File: src/rtl/axis_frame_len_adjust_pkg.sv
// Shared definitions for the AXI-Stream frame length adjuster:
// the FSM state encoding and the saturating-counter ceiling helper.
package axis_frame_len_adjust_pkg;

    typedef enum logic [1:0] {
        ST_TRANSFER = 2'd0,
        ST_PAD      = 2'd1,
        ST_DROP     = 2'd2
    } adj_state_e;

    localparam int CNT_MAX_WIDTH = 32;

    // All-ones value of a w-bit saturating counter (w up to CNT_MAX_WIDTH).
    function automatic logic [CNT_MAX_WIDTH-1:0] sat_max(input int w);
        logic [CNT_MAX_WIDTH-1:0] v;
        v = {CNT_MAX_WIDTH{1'b0}};
        for (int i = 0; i < CNT_MAX_WIDTH; i++) begin
            v[i] = (i < w);
        end
        return v;
    endfunction

endpackage

File: src/rtl/axis_frame_len_adjust.sv
// AXI-Stream frame length adjuster: pads short frames with zero beats, truncates
// long frames and drops their tail, and reports one status pulse per input frame.
module axis_frame_len_adjust
    import axis_frame_len_adjust_pkg::*;
#(
    parameter int DATA_WIDTH  = 8,
    parameter bit KEEP_ENABLE = (DATA_WIDTH > 8),
    parameter int KEEP_WIDTH  = DATA_WIDTH / 8,
    parameter int ID_WIDTH    = 8,
    parameter int DEST_WIDTH  = 8,
    parameter int USER_WIDTH  = 1,
    parameter int LEN_WIDTH   = 16
) (
    input  logic                  clk,
    input  logic                  rst,

    input  logic [DATA_WIDTH-1:0] s_axis_tdata,
    input  logic [KEEP_WIDTH-1:0] s_axis_tkeep,
    input  logic                  s_axis_tvalid,
    output logic                  s_axis_tready,
    input  logic                  s_axis_tlast,
    input  logic [ID_WIDTH-1:0]   s_axis_tid,
    input  logic [DEST_WIDTH-1:0] s_axis_tdest,
    input  logic [USER_WIDTH-1:0] s_axis_tuser,

    output logic [DATA_WIDTH-1:0] m_axis_tdata,
    output logic [KEEP_WIDTH-1:0] m_axis_tkeep,
    output logic                  m_axis_tvalid,
    input  logic                  m_axis_tready,
    output logic                  m_axis_tlast,
    output logic [ID_WIDTH-1:0]   m_axis_tid,
    output logic [DEST_WIDTH-1:0] m_axis_tdest,
    output logic [USER_WIDTH-1:0] m_axis_tuser,

    input  logic [LEN_WIDTH-1:0]  length_min,
    input  logic [LEN_WIDTH-1:0]  length_max,

    output logic                  status_valid,
    output logic                  status_frame_pad,
    output logic                  status_frame_truncate,
    output logic [LEN_WIDTH-1:0]  status_frame_length
);

    localparam logic [LEN_WIDTH-1:0] CNT_MAX = LEN_WIDTH'(sat_max(LEN_WIDTH));

    adj_state_e            state_r, state_nxt_s;
    logic [LEN_WIDTH-1:0]  cnt_r, cnt_nxt_s, min_r, min_nxt_s, max_r, max_nxt_s;
    logic [LEN_WIDTH-1:0]  pad_rem_r, pad_rem_nxt_s;
    logic [LEN_WIDTH-1:0]  beat_idx_s, in_min_s, cur_min_s, cur_max_s;
    logic                  first_s, out_ready_s, s_ready_s, accept_s, side_load_s;
    logic [ID_WIDTH-1:0]   id_r;
    logic [DEST_WIDTH-1:0] dest_r;
    logic [USER_WIDTH-1:0] user_r;

    logic                  emit_s, emit_last_s;
    logic [DATA_WIDTH-1:0] emit_data_s;
    logic [KEEP_WIDTH-1:0] emit_keep_s;
    logic [ID_WIDTH-1:0]   emit_id_s;
    logic [DEST_WIDTH-1:0] emit_dest_s;
    logic [USER_WIDTH-1:0] emit_user_s;

    logic                  m_valid_r, m_last_r;
    logic [DATA_WIDTH-1:0] m_data_r;
    logic [KEEP_WIDTH-1:0] m_keep_r;
    logic [ID_WIDTH-1:0]   m_id_r;
    logic [DEST_WIDTH-1:0] m_dest_r;
    logic [USER_WIDTH-1:0] m_user_r;

    logic                  status_fire_s, status_pad_s, status_trunc_s;
    logic                  status_valid_r, status_pad_r, status_trunc_r;
    logic [LEN_WIDTH-1:0]  status_len_r;

    // Limits come live from the ports on a frame's first beat, latched otherwise.
    assign first_s     = (cnt_r == {LEN_WIDTH{1'b0}});
    assign in_min_s    = ((length_max != {LEN_WIDTH{1'b0}}) && (length_min > length_max))
                         ? length_max : length_min;
    assign cur_min_s   = first_s ? in_min_s : min_r;
    assign cur_max_s   = first_s ? length_max : max_r;
    assign beat_idx_s  = (cnt_r == CNT_MAX) ? CNT_MAX : cnt_r + LEN_WIDTH'(1);
    assign out_ready_s = m_axis_tready || !m_valid_r;
    assign accept_s    = s_axis_tvalid && s_ready_s;

    // Next-state, beat emission and status decode.
    always_comb begin
        state_nxt_s    = state_r;
        cnt_nxt_s      = cnt_r;
        min_nxt_s      = min_r;
        max_nxt_s      = max_r;
        pad_rem_nxt_s  = pad_rem_r;
        s_ready_s      = 1'b0;
        side_load_s    = 1'b0;
        emit_s         = 1'b0;
        emit_last_s    = 1'b0;
        emit_data_s    = {DATA_WIDTH{1'b0}};
        emit_keep_s    = {KEEP_WIDTH{1'b1}};
        emit_id_s      = id_r;
        emit_dest_s    = dest_r;
        emit_user_s    = user_r;
        status_fire_s  = 1'b0;
        status_pad_s   = 1'b0;
        status_trunc_s = 1'b0;
        case (state_r)
            ST_TRANSFER: begin
                s_ready_s = out_ready_s;
                if (accept_s) begin
                    emit_s      = 1'b1;
                    side_load_s = 1'b1;
                    emit_data_s = s_axis_tdata;
                    emit_keep_s = KEEP_ENABLE ? s_axis_tkeep : {KEEP_WIDTH{1'b1}};
                    emit_id_s   = s_axis_tid;
                    emit_dest_s = s_axis_tdest;
                    emit_user_s = s_axis_tuser;
                    if (first_s) begin
                        min_nxt_s = in_min_s;
                        max_nxt_s = length_max;
                    end else begin
                        min_nxt_s = min_r;
                        max_nxt_s = max_r;
                    end
                    if ((cur_max_s != {LEN_WIDTH{1'b0}}) && (beat_idx_s == cur_max_s) && !s_axis_tlast) begin
                        emit_last_s = 1'b1;
                        cnt_nxt_s   = beat_idx_s;
                        state_nxt_s = ST_DROP;
                    end else if (s_axis_tlast && (beat_idx_s < cur_min_s)) begin
                        emit_last_s   = 1'b0;
                        cnt_nxt_s     = {LEN_WIDTH{1'b0}};
                        pad_rem_nxt_s = cur_min_s - beat_idx_s;
                        state_nxt_s   = ST_PAD;
                        status_fire_s = 1'b1;
                        status_pad_s  = 1'b1;
                    end else if (s_axis_tlast) begin
                        emit_last_s   = 1'b1;
                        cnt_nxt_s     = {LEN_WIDTH{1'b0}};
                        status_fire_s = 1'b1;
                    end else begin
                        emit_last_s = 1'b0;
                        cnt_nxt_s   = beat_idx_s;
                    end
                end else begin
                    emit_s = 1'b0;
                end
            end
            ST_PAD: begin
                s_ready_s = 1'b0;
                if (out_ready_s) begin
                    emit_s = 1'b1;
                    if (pad_rem_r == LEN_WIDTH'(1)) begin
                        emit_last_s   = 1'b1;
                        pad_rem_nxt_s = {LEN_WIDTH{1'b0}};
                        state_nxt_s   = ST_TRANSFER;
                    end else begin
                        emit_last_s   = 1'b0;
                        pad_rem_nxt_s = pad_rem_r - LEN_WIDTH'(1);
                    end
                end else begin
                    emit_s = 1'b0;
                end
            end
            ST_DROP: begin
                s_ready_s = 1'b1;
                if (s_axis_tvalid && s_axis_tlast) begin
                    cnt_nxt_s      = {LEN_WIDTH{1'b0}};
                    state_nxt_s    = ST_TRANSFER;
                    status_fire_s  = 1'b1;
                    status_trunc_s = 1'b1;
                end else if (s_axis_tvalid) begin
                    cnt_nxt_s = beat_idx_s;
                end else begin
                    cnt_nxt_s = cnt_r;
                end
            end
            default: begin
                state_nxt_s = ST_TRANSFER;
            end
        endcase
    end

    // FSM state, frame counters, side-band hold and status registers.
    always_ff @(posedge clk) begin
        if (rst) begin
            state_r        <= ST_TRANSFER;
            cnt_r          <= {LEN_WIDTH{1'b0}};
            min_r          <= {LEN_WIDTH{1'b0}};
            max_r          <= {LEN_WIDTH{1'b0}};
            pad_rem_r      <= {LEN_WIDTH{1'b0}};
            id_r           <= {ID_WIDTH{1'b0}};
            dest_r         <= {DEST_WIDTH{1'b0}};
            user_r         <= {USER_WIDTH{1'b0}};
            status_valid_r <= 1'b0;
            status_pad_r   <= 1'b0;
            status_trunc_r <= 1'b0;
            status_len_r   <= {LEN_WIDTH{1'b0}};
        end else begin
            state_r        <= state_nxt_s;
            cnt_r          <= cnt_nxt_s;
            min_r          <= min_nxt_s;
            max_r          <= max_nxt_s;
            pad_rem_r      <= pad_rem_nxt_s;
            status_valid_r <= status_fire_s;
            if (side_load_s) begin
                id_r   <= s_axis_tid;
                dest_r <= s_axis_tdest;
                user_r <= s_axis_tuser;
            end
            if (status_fire_s) begin
                status_pad_r   <= status_pad_s;
                status_trunc_r <= status_trunc_s;
                status_len_r   <= beat_idx_s;
            end
        end
    end

    // Single output register stage; holds while stalled.
    always_ff @(posedge clk) begin
        if (rst) begin
            m_valid_r <= 1'b0;
            m_last_r  <= 1'b0;
            m_data_r  <= {DATA_WIDTH{1'b0}};
            m_keep_r  <= {KEEP_WIDTH{1'b0}};
            m_id_r    <= {ID_WIDTH{1'b0}};
            m_dest_r  <= {DEST_WIDTH{1'b0}};
            m_user_r  <= {USER_WIDTH{1'b0}};
        end else if (out_ready_s) begin
            m_valid_r <= emit_s;
            if (emit_s) begin
                m_last_r <= emit_last_s;
                m_data_r <= emit_data_s;
                m_keep_r <= emit_keep_s;
                m_id_r   <= emit_id_s;
                m_dest_r <= emit_dest_s;
                m_user_r <= emit_user_s;
            end
        end
    end

    assign s_axis_tready         = s_ready_s;
    assign m_axis_tvalid         = m_valid_r;
    assign m_axis_tlast          = m_last_r;
    assign m_axis_tdata          = m_data_r;
    assign m_axis_tkeep          = m_keep_r;
    assign m_axis_tid            = m_id_r;
    assign m_axis_tdest          = m_dest_r;
    assign m_axis_tuser          = m_user_r;
    assign status_valid          = status_valid_r;
    assign status_frame_pad      = status_pad_r;
    assign status_frame_truncate = status_trunc_r;
    assign status_frame_length   = status_len_r;

endmodule

File: config.mk
export PLATFORM = sky130hd
export DESIGN_NAME = axis_frame_len_adjust
export DESIGN_NICKNAME = d
export VERILOG_FILES = /design/src/rtl/axis_frame_len_adjust_pkg.sv /design/src/rtl/axis_frame_len_adjust.sv
export SDC_FILE = /design/constraint.sdc
export NUM_CORES = 1
export LEC_CHECK = 0
export BUFFER_PORTS_ARGS = -buffer_cell sky130_fd_sc_hd__buf_2
export CORE_MARGIN = 2
export CORE_UTILIZATION = 62
export CTS_CLUSTER_DIAMETER = 200
export DETAILED_ROUTE_END_ITERATION = 8
export PLACE_DENSITY = 0.86
export SLEW_MARGIN = 5
export SYNTH_ARGS = -nofsm -noshare
export SYNTH_HDL_FRONTEND = slang
export SYNTH_SLANG_ARGS = --single-unit
File: constraint.sdc
create_clock -name clk -period 7.4 [get_ports clk]
set_input_delay 0 -clock clk [delete_from_list [all_inputs] [get_ports clk]]
set_output_delay 0 -clock clk [all_outputs]
set_load 0.05 [all_outputs]
==> metrics.txt, run 1 <==
Die W 113.7 um; Cell Count, Final, Fillers Out 1210; Remaining Overflow, GRT 0; CP Launch Type input port; vias in the first global route 7151; LEAKAGE 3.783 nW; Tmin final 5638 ps; R2R Setup Slk 2500 ps; sink of the worst hold path min_r[10]; Initial DRT Pass Iterations 6; final setup violation count 0; CP required 7750 ps; Arrival @ worst endpoint 5980 ps; Final Net Count 1150; R2R cell count 16; CTS tree yes; share of cells above drive strength 1 15.62%; hold path startpoint length_min[10]; min-delay worst type in -> reg; Crit Path Max Fanout 17; Starting Density 62.94%; clk slew on worst S/H paths 60 ps; Placer Congestion 0.9759; initial DRC count 914; Hold Fails Final Rpt 0; maximum VDD drop 0.2355 mV; FF-to-FF End pad_rem_r[14]; worst-margin pin slew 1302 ps; CP dominant cell by count o21bai_1; final worst path period share 76.19%; largest net degree at the start of global routing 68; cell count after synthesis 934; Post-CTS Setup Inserts 0; first-pass GRT wire length 35770 um; Area growth syn-to-layout 18.75%; gr usage total 34.86%; synth cell count leaders nor2_1 (153), dfxtp_1 (130), a21oi_1 (80), nand2_1 (69), a211oi_1 (44); Clock Sinks 130; hold_ws 15.59 ps; core area 0.01186 mm2; syn_nets 1034; commonest register cell after synthesis dfxtp_1; Post-DP Area 0.007921 mm2; worst hold stages 3; Critical Path Max Stage Delay 1000 ps; Place WS 2201 ps; Die Y 113.7 um; stages on the worst setup path 22; Rows 40; Slew Viols, Final 0; clock skew 8.904 ps; CTS root buffer clkbuf_16; vias post-DR 7681; H-tree lvl count 4; pwr dens 262.8 mW/mm2; RSZ-0062 raised after global routing no; register area share after synthesis 34.86%; CP Capture Type flop; Synth area leaders dfxtp_1 (35%), nor2_1 (7.7%), ha_1 (6.0%), a21oi_1 (5.4%), mux2i_1 (4.8%); design area 0.008866 mm2; DR vias/cell 6.348; maxcap violations 0; worst r2r src cnt_r[0]; top-area cell type share of the netlist area 34.86%; I/O Pins 111; final WL 22500 um; f_max 177.4 MHz; cell accounting for the most synthesized area dfxtp_1; die area 0.01294 mm2; Syn. warnings 0; fill count 831; Avg Inst Size Synth 7.993 um2; initial antenna violation count 0; max_slew headroom 13.17%; final setup margin 1762 ps; Yosys reg bits 130; Crit path max-delay family compound AO/OA/AOI/OAI gates; wire per inst 18.59 um; DRT antenna net count 0; status complete, no violations; Max clock buf depth 2; Post-synth EDFFs 0; ys async rst share 0%; fin util 74.75%; DP HPWL 14110 um; WP buf/inv 3; # placed instances 1137; drt drc 0; PortBufs 109; hold buffers post-CTS 41; number of antenna diodes 0; most common cell in the synthesized netlist nor2_1; worst-path cell chain dlygate4sd3_1, buf_2, inv_1, ha_1, nor2b_1, o21a_1, o21a_1, o21ai_0, a211oi_1, nor4_1, nor2_1, a22oi_1, a21oi_1, ha_1, nor2b_1, o21bai_1, a21boi_0, o21bai_1, o21bai_1, a22oi_1, o21ai_0, o22ai_1; CTS buffer count 17; post-synth design cell area 0.007466 mm2; Total Power 2.330 mW; post-synth cell types 67; Final TNS setup 0 ps; critical setup path kind in -> reg; Critical Path Slowest Stage Cell a22oi_1; Gates resized, CTS repair 0; worst skew pair latency 430 ps
## worst max path at each step
stage | start | end | slack (ps)
final | length_max[1] | pad_rem_r[14] | 1760
after detailed placement | length_max[1] | pad_rem_r[4] | 2200
after global routing | length_max[1] | pad_rem_r[11] | 1310
after global placement | length_max[1] | pad_rem_r[10] | 2210
after CTS | length_max[1] | pad_rem_r[4] | 2100
after floorplan | length_max[1] | pad_rem_r[12] | 3320
## flip-flops by register name, summed over array words and instances (netlist names), 2 cells and up
signal,flops
pad_rem_r,16
state_r,2
min_r,16
id_r,8
m_axis_tdest,8
m_axis_tid,8
m_axis_tdata,8
cnt_r,16
dest_r,8
status_frame_length,16
max_r,16
## cells in the final DEF (no fill, tap or decap), drive strengths merged, types with 17 or more instances in the layout
| cell | n |
|---|---|
| xnor2 | 24 |
| nand3 | 17 |
| buf | 115 |
| a21oi | 80 |
| dfxtp | 130 |
| nand4 | 18 |
| ha | 36 |
| o21ai | 38 |
| clkbuf | 19 |
| mux2i | 36 |
| a22oi | 35 |
| nor2 | 154 |
| dlygate4sd3 | 41 |
| nor3 | 25 |
| nor4 | 20 |
| a211oi | 44 |
| inv | 45 |
| nand2 | 70 |
## tightest hold or removal path, delay by kind of cell
| family | cells | cell delay, ps |
|---|---|---|
| buffers and inverters | 1 | 100 |
| AO/OA/AOI/OAI | 2 | 290 |
## where the power goes
group,leakage (nW),internal [mW],switching [mW]
combinational,2.47,0.263,0.474
clock,0.252,0.433,0.342
sequential,1.07,0.770,0.0484
## metal layers
| metal | up-vias | part of all wire, % | track usage (%) |
|---|---|---|---|
| li1 | 3579 | - | - |
| met1 | 3552 | 39 | 43.74 |
| met2 | 441 | 46 | 55.89 |
| met3 | 109 | 9.5 | 9.458 |
| met4 | 0 | 4.7 | 16.67 |
| met5 | - | 0 | 0 |
## cell families after synthesis
family	Yosys count	synth area share, %
AO/OA/AOI/OAI	251	21.43
XOR/XNOR	30	3.519
adder cells (fa/ha/maj)	37	6.301
buffers and inverters	98	6.385
flip-flops	130	34.86
multiplexers	39	5.279
AND/OR/NAND/NOR	349	22.22
## layout make-up
cell class	count	area [um2]	area share (%)
Sequential cell	130	2603	29.35
Clock buffer	19	432.9	4.883
Tap cell	147	183.9	2.075
Timing Repair Buffer	156	1003	11.32
Multi-Input combinational cell	706	4395	49.58
Clock inverter	13	101.3	1.143
Inverter	39	146.4	1.651
Power figures use the tool's default switching activity.
==> inputs of run 2 (changes only) <==
--- a/config.mk
+++ b/config.mk
@@ -5,12 +5,13 @@
 export SDC_FILE = /design/constraint.sdc
 export NUM_CORES = 1
 export LEC_CHECK = 0
+export ABC_AREA = 1
 export BUFFER_PORTS_ARGS = -buffer_cell sky130_fd_sc_hd__buf_2
 export CORE_MARGIN = 2
-export CORE_UTILIZATION = 62
+export CORE_UTILIZATION = 59
 export CTS_CLUSTER_DIAMETER = 200
 export DETAILED_ROUTE_END_ITERATION = 8
-export PLACE_DENSITY = 0.86
+export PLACE_DENSITY = 0.81
 export SLEW_MARGIN = 5
 export SYNTH_ARGS = -nofsm -noshare
 export SYNTH_HDL_FRONTEND = slang
==> constraint.sdc (replaced) <==
create_clock -name clk -period 5.3 [get_ports clk]
set_input_delay 0 -clock clk [delete_from_list [all_inputs] [get_ports clk]]
set_output_delay 0 -clock clk [all_outputs]
set_load 0.05 [all_outputs]
==> metrics.txt, run 2 <==
status complete, no violations (unchanged); Final Net Count 1490 (was 1150); top-area cell type share of the netlist area 31.67% (was 34.86%); fin util 70.89% (was 74.75%); Initial DRT Pass Iterations 5 (was 6); I/O Pins 111 (unchanged); Final TNS setup 0 ps (unchanged); number of antenna diodes 0 (unchanged); max_slew headroom 19.99% (was 13.17%); met2 routed WL 11040 um (was 10450 um); f_max 221.5 MHz; Remaining Overflow, GRT 0 (unchanged); commonest register cell after synthesis dfxtp_1 (unchanged); initial DRC count 1012 (was 914); die area 0.01489 mm2 (was 0.01294 mm2); Rows 43 (was 40); CTS tree yes (unchanged); Area growth syn-to-layout 18.36% (was 18.75%); LEAKAGE 5.046 nW (was 3.783 nW); DR vias/cell 5.548 (was 6.348); fill count 1155 (was 831); final WL 23600 um (was 22500 um); Placer Congestion 0.9953 (was 0.9759); maximum VDD drop 0.4519 mV (was 0.2355 mV); largest net degree at the start of global routing 68 (unchanged); ys async rst share 0% (unchanged); maxcap violations 0 (unchanged); vias in the first global route 8037 (was 7151); CTS buffer count 17 (unchanged); Starting Density 59.89% (was 62.94%); Sequential cell area 0.002603 mm2 (unchanged); Total Power 3.622 mW (was 2.330 mW); first-pass GRT wire length 38270 um (was 35770 um); initial antenna violation count 0 (unchanged); Die Y 122.0 um (was 113.7 um); Worst Setup SP cnt_r[0] (was length_max[1]); gr usage total 32.63% (was 34.86%); post-synth design cell area 0.008217 mm2 (was 0.007466 mm2); CTS root buffer clkbuf_16 (unchanged); drt drc 0 (unchanged); multi-input logic area 0.004740 mm2 (was 0.004395 mm2); most frequent cells in the layout nand2_1 (318), inv_1 (156), nor2_1 (154), dfxtp_1 (130), buf_2 (109) (was nor2_1 (152), dfxtp_1 (130), buf_2 (108), a21oi_1 (80), nand2_1 (69)); met1 wire length 10060 um (was 8848 um); top routing layer used met4 (unchanged); min-delay worst type in -> reg (unchanged); Hold Fails Final Rpt 0 (unchanged); wire per inst 14.91 um (was 18.59 um); vias post-DR 8782 (was 7681); syn_nets 1373 (was 1034); share of cells above drive strength 1 13.61% (was 15.62%); cell accounting for the most synthesized area dfxtp_1 (unchanged); Slew Viols, Final 0 (unchanged); met3 wire length 1832 um (was 2144 um); Crit Path Max Fanout 26 (was 17); worst skew pair latency 440 ps (was 430 ps); Syn. warnings 0 (unchanged); synth cell count leaders nand2_1 (318), inv_1 (156), nor2_1 (154), dfxtp_1 (130), nand3_1 (100) (was nor2_1 (153), dfxtp_1 (130), a21oi_1 (80), nand2_1 (69), a211oi_1 (44)); Avg Inst Size Synth 6.455 um2 (was 7.993 um2); Max clock buf depth 2 (unchanged); RSZ-0062 raised after global routing no (unchanged); Arrival @ worst endpoint 4880 ps (was 5980 ps); DRT antenna net count 0 (unchanged); Synth area leaders dfxtp_1 (32%), nand2_1 (15%), inv_1 (7.1%), nor2_1 (7.0%), nand3_1 (6.1%) (was dfxtp_1 (35%), nor2_1 (7.7%), ha_1 (6.0%), a21oi_1 (5.4%), mux2i_1 (4.8%)); cell count after synthesis 1273 (was 934); worst-margin pin slew 1196 ps (was 1302 ps); Yosys reg bits 130 (unchanged); Die W 122.0 um (was 113.7 um); final setup violation count 0 (unchanged); Post-synth EDFFs 0 (unchanged); commonest non-fill, non-tap cell in the layout nand2_1 (was nor2_1); pwr dens 372.4 mW/mm2 (was 262.8 mW/mm2); Tmin final 4515 ps; register area share after synthesis 31.67% (was 34.86%); Clock Sinks 130 (unchanged); post-synth cell types 43 (was 67); clock skew 13.64 ps (was 8.904 ps); H-tree lvl count 4 (unchanged); critical setup path kind reg -> reg (was in -> reg); Gates resized, CTS repair 0 (unchanged); CP Capture Type flop (unchanged); most common cell in the synthesized netlist nand2_1 (was nor2_1); CP Launch Type flop (was input port); DP HPWL 16010 um (was 14110 um); clk slew on worst S/H paths 60 ps (about the same); Post-CTS Setup Inserts 0 (unchanged); PortBufs 109 (unchanged); worst r2r src cnt_r[0] (unchanged); hold path startpoint length_min[2] (was length_min[10]); CP required 5670 ps (was 7750 ps); core area 0.01372 mm2 (was 0.01186 mm2); final worst path period share 85.19%
[run 2: cell types whose count changed after synthesis, moves of 16 or more]
cell / previous run / this run
a211oi_1: 44 / 1
nor3_1: 24 / 5
a21oi_1: 80 / 96
nand3_1: 17 / 100
o21ai_0: 37 / 69
a22oi_1: 35 / 8
mux2i_1: 36 / 17
nand2_1: 69 / 318
o211ai_1: 0 / 27
xnor2_1: 24 / 8
inv_1: 38 / 156
[run 2: worst paths after layout]
path / end / slack (ps) / cells past startpoint
max: pad_rem_r[1] / 780 / 22
max reg2reg: pad_rem_r[1] / 780 / 22
min reg2reg: status_frame_length[12] / 470 / 2
min: min_r[2] / 4 / 5
[run 2: timing repair]
item	in CTS	in global routing
hold endpoints to repair	45	0
hold buffers	27	0
endpoints found under the setup margin	0	0
[run 2: where the power goes]
| group | leakage (nW) | total (mW) | internal [mW] | switching, mW |
|---|---|---|---|---|
| sequential | 1.07 | 1.16 | 1.09 | 0.0675 |
| combinational | 3.67 | 1.20 | 0.398 | 0.803 |
| clock | 0.306 | 1.26 | 0.768 | 0.496 |
| total | 5.05 | 3.62 | 2.26 | 1.37 |
[run 2: cell type report]
class	count	share of cell area (%)
inverters	170	6.561
clock buffers	18	4.516
flip-flops and latches	130	26.76
clock inverters	14	1.955
well taps	180	2.316
repair buffers	146	9.160
multi-input cells	925	48.73
[run 2: logic make-up after synthesis]
family	count (synthesis)	synth area share, %
XOR/XNOR	19	2.025
buffers and inverters	218	10.64
AND/OR/NAND/NOR	623	32.11
flip-flops	130	31.67
multiplexers	17	2.071
adder cells (fa/ha/maj)	37	5.726
AO/OA/AOI/OAI	229	15.75
[run 2: per-layer routing]
layer / track usage, % / up-vias
met4: 13.15 / 0
li1: - / 4354
met1: 40.76 / 4006
met3: 6.180 / 51
met5: 0 / -
met2: 55.31 / 371
[run 2: worst max-delay path, cell delays in order (launching register included)]
cell      delay, ps
dfxtp_1         370
inv_2            80
ha_1            160
nand2_1          90
nor2_4          470
nand2_4         290
inv_1           330
buf_4           260
nor2_1           60
inv_1            50
nand2_1         110
fa_1            450
nor2_1          150
nor2_1           80
o21ai_2         190
a21boi_1        140
o21ai_2         170
nand3_1         110
nand2_1          90
nand2_2         210
inv_2           320
o21ai_0         130
nor2_1          120
[run 2: stage by stage]
stage	instances	instance area [um2]	hold WS [ps]	worst slack (ps)
after detailed placement	1524	8826	258.9	883.5
after global placement	1524	8826	246.0	932.9
after global routing	1583	9726	46.85	401.7
after floorplan	1273	8217	162.6	1847
final	1583	9726	4.077	784.8
after CTS	1583	9726	6.294	836.1
==> inputs of run 3 (changes only) <==
--- a/config.mk
+++ b/config.mk
@@ -12,6 +12,7 @@
 export CTS_CLUSTER_DIAMETER = 200
 export DETAILED_ROUTE_END_ITERATION = 8
 export PLACE_DENSITY = 0.81
+export RECOVER_POWER = 25
 export SLEW_MARGIN = 5
 export SYNTH_ARGS = -nofsm -noshare
 export SYNTH_HDL_FRONTEND = slang
==> metrics.txt, run 3 (synthesized netlist as in run 2, its figures left out) <==
CTS tree yes (unchanged); CP Launch Type flop (unchanged); Initial DRT Pass Iterations 7 (was 5); RSZ-0062 raised after global routing no (unchanged); LEAKAGE 4.870 nW (was 5.046 nW); gr usage total 32.63% (unchanged); Tmin final 4497 ps (was 4515 ps); DR vias/cell 5.522 (was 5.548); final worst path period share 84.86% (was 85.19%); multi-input logic area 0.004740 mm2 (unchanged); pwr dens 373.2 mW/mm2 (was 372.4 mW/mm2); share of cells above drive strength 1 10.48% (was 13.61%); Place WS 883.5 ps (unchanged); H-tree lvl count 4 (unchanged); crit path to pad_rem_r[1] (unchanged); wire per inst 14.87 um (was 14.91 um); Final Net Count 1490 (unchanged); CP Capture Type flop (unchanged); Rows 43 (unchanged); Post-CTS Setup Inserts 0 (unchanged); core area 0.01372 mm2 (unchanged); I/O Pins 111 (unchanged); maxcap violations 0 (unchanged); worst skew pair latency 430 ps (was 440 ps); status complete, no violations (unchanged); fill count 1191 (was 1155); final setup violation count 0 (unchanged); Starting Density 59.89% (unchanged); R2R cell count 22 (unchanged); commonest non-fill, non-tap cell in the layout nand2_1 (unchanged); final WL 23540 um (was 23600 um); Worst Setup SP cnt_r[0] (unchanged); Area growth syn-to-layout 17.69% (was 18.36%); worst-margin pin slew 1187 ps (was 1196 ps); critical setup path kind reg -> reg (unchanged); number of antenna diodes 0 (unchanged); PortBufs 109 (unchanged); final setup margin 802.7 ps (was 784.8 ps); die area 0.01489 mm2 (unchanged); FF-to-FF End pad_rem_r[1] (unchanged); clock skew 12.02 ps (was 13.64 ps); Max clock buf depth 2 (unchanged); f_max 222.4 MHz (was 221.5 MHz); Slew Viols, Final 0 (unchanged); vias in the first global route 8037 (unchanged); min-delay worst type in -> reg (unchanged); largest net degree at the start of global routing 68 (unchanged); Gates resized, CTS repair 0 (unchanged); Arrival @ worst endpoint 4860 ps (was 4880 ps); fin util 70.49% (was 70.89%); Final TNS setup 0 ps (unchanged); worst r2r src cnt_r[0] (unchanged); Die Y 122.0 um (unchanged); max_slew headroom 20.55% (was 19.99%); R2R Setup Slk 800 ps (was 780 ps); CP required 5660 ps (was 5670 ps); Placer Congestion 0.9953 (unchanged); clk slew on worst S/H paths 60 ps (about the same); vias post-DR 8741 (was 8782); initial antenna violation count 0 (unchanged); first-pass GRT wire length 38270 um (unchanged); Remaining Overflow, GRT 0 (unchanged); drt drc 0 (unchanged); Die W 122.0 um (unchanged); CTS buffer count 17 (unchanged); CTS root buffer clkbuf_16 (unchanged); Clock Sinks 130 (unchanged); most frequent cells in the layout nand2_1 (318), inv_1 (156), nor2_1 (154), dfxtp_1 (130), nand3_1 (100) (was nand2_1 (318), inv_1 (156), nor2_1 (154), dfxtp_1 (130), buf_2 (109)); maximum VDD drop 0.4340 mV (was 0.4519 mV); DRT antenna net count 0 (unchanged); initial DRC count 1006 (was 1012); hold_ws 8.233 ps (was 4.077 ps); Sequential cell area 0.002603 mm2 (unchanged); DP HPWL 16010 um (unchanged); Crit Path Max Fanout 26 (unchanged); Hold Fails Final Rpt 0 (unchanged)
## run 3: changes by cell type in the layout (fill, tap and decap cells not counted), sizes merged
| cell | change |
|---|---|
| buf | -44 |
| clkbuf | +44 |
## run 3: layer usage
metal / part of all wire, % / vias up / GRT usage (%)
met5: 0 / - / 0
met4: 2.8 / 0 / 13.15
met3: 7.9 / 57 / 6.180
met2: 47 / 370 / 55.31
met1: 42 / 3964 / 40.76
li1: - / 4350 / -
## run 3: worst max-delay path: stages (launching register included)
cell	delay, ps
dfxtp_1	360
inv_2	80
ha_1	160
nand2_1	90
nor2_4	460
nand2_4	280
inv_1	320
buf_4	260
nor2_1	60
inv_1	50
nand2_1	110
fa_1	450
nor2_1	150
nor2_1	80
o21ai_2	190
a21boi_1	140
o21ai_2	170
nand3_1	110
nand2_1	90
nand2_2	210
inv_2	310
o21ai_0	130
nor2_1	120
## run 3: how the worst min path moves through the flow
stage / startpoint / end / depth (start not counted)
6_report: length_min[2] / min_r[2] / 5
5_1_grt: length_max[15] / max_r[15] / 5
4_1_cts: length_min[2] / min_r[2] / 5
3_5_place_dp: s_axis_tid[4] / id_r[4] / 3
3_3_place_gp: s_axis_tdata[7] / m_axis_tdata[7] / 3
2_1_floorplan: s_axis_tdata[0] / m_axis_tdata[0] / 2
## run 3: final cells by class
cell class,count,area share [%]
Timing Repair Buffer,146,8.643
Multi-Input combinational cell,925,49.01
Inverter,170,6.599
Clock inverter,14,1.967
Sequential cell,130,26.91
Clock buffer,18,4.541
Tap cell,180,2.329
## run 3: repair_timing
action / in CTS / in global routing
hold endpoints to repair: 45 / 0
setup endpoints to repair: 0 / 0
hold buffers: 27 / 0
## run 3: report_power, final
| part | internal [mW] | switching [mW] |
|---|---|---|
| clock network | 0.768 | 0.494 |
| registers | 1.09 | 0.0680 |
| logic | 0.387 | 0.802 |
| total | 2.25 | 1.36 |
## run 3: stage by stage
step	area, um2	power, mW	cells
final	9671	3.610	1583
after floorplan	8217	2.072	1273
after CTS	9726	3.609	1583
after detailed placement	8826	2.329	1524
after global placement	8826	2.306	1524
after global routing	9671	3.808	1583
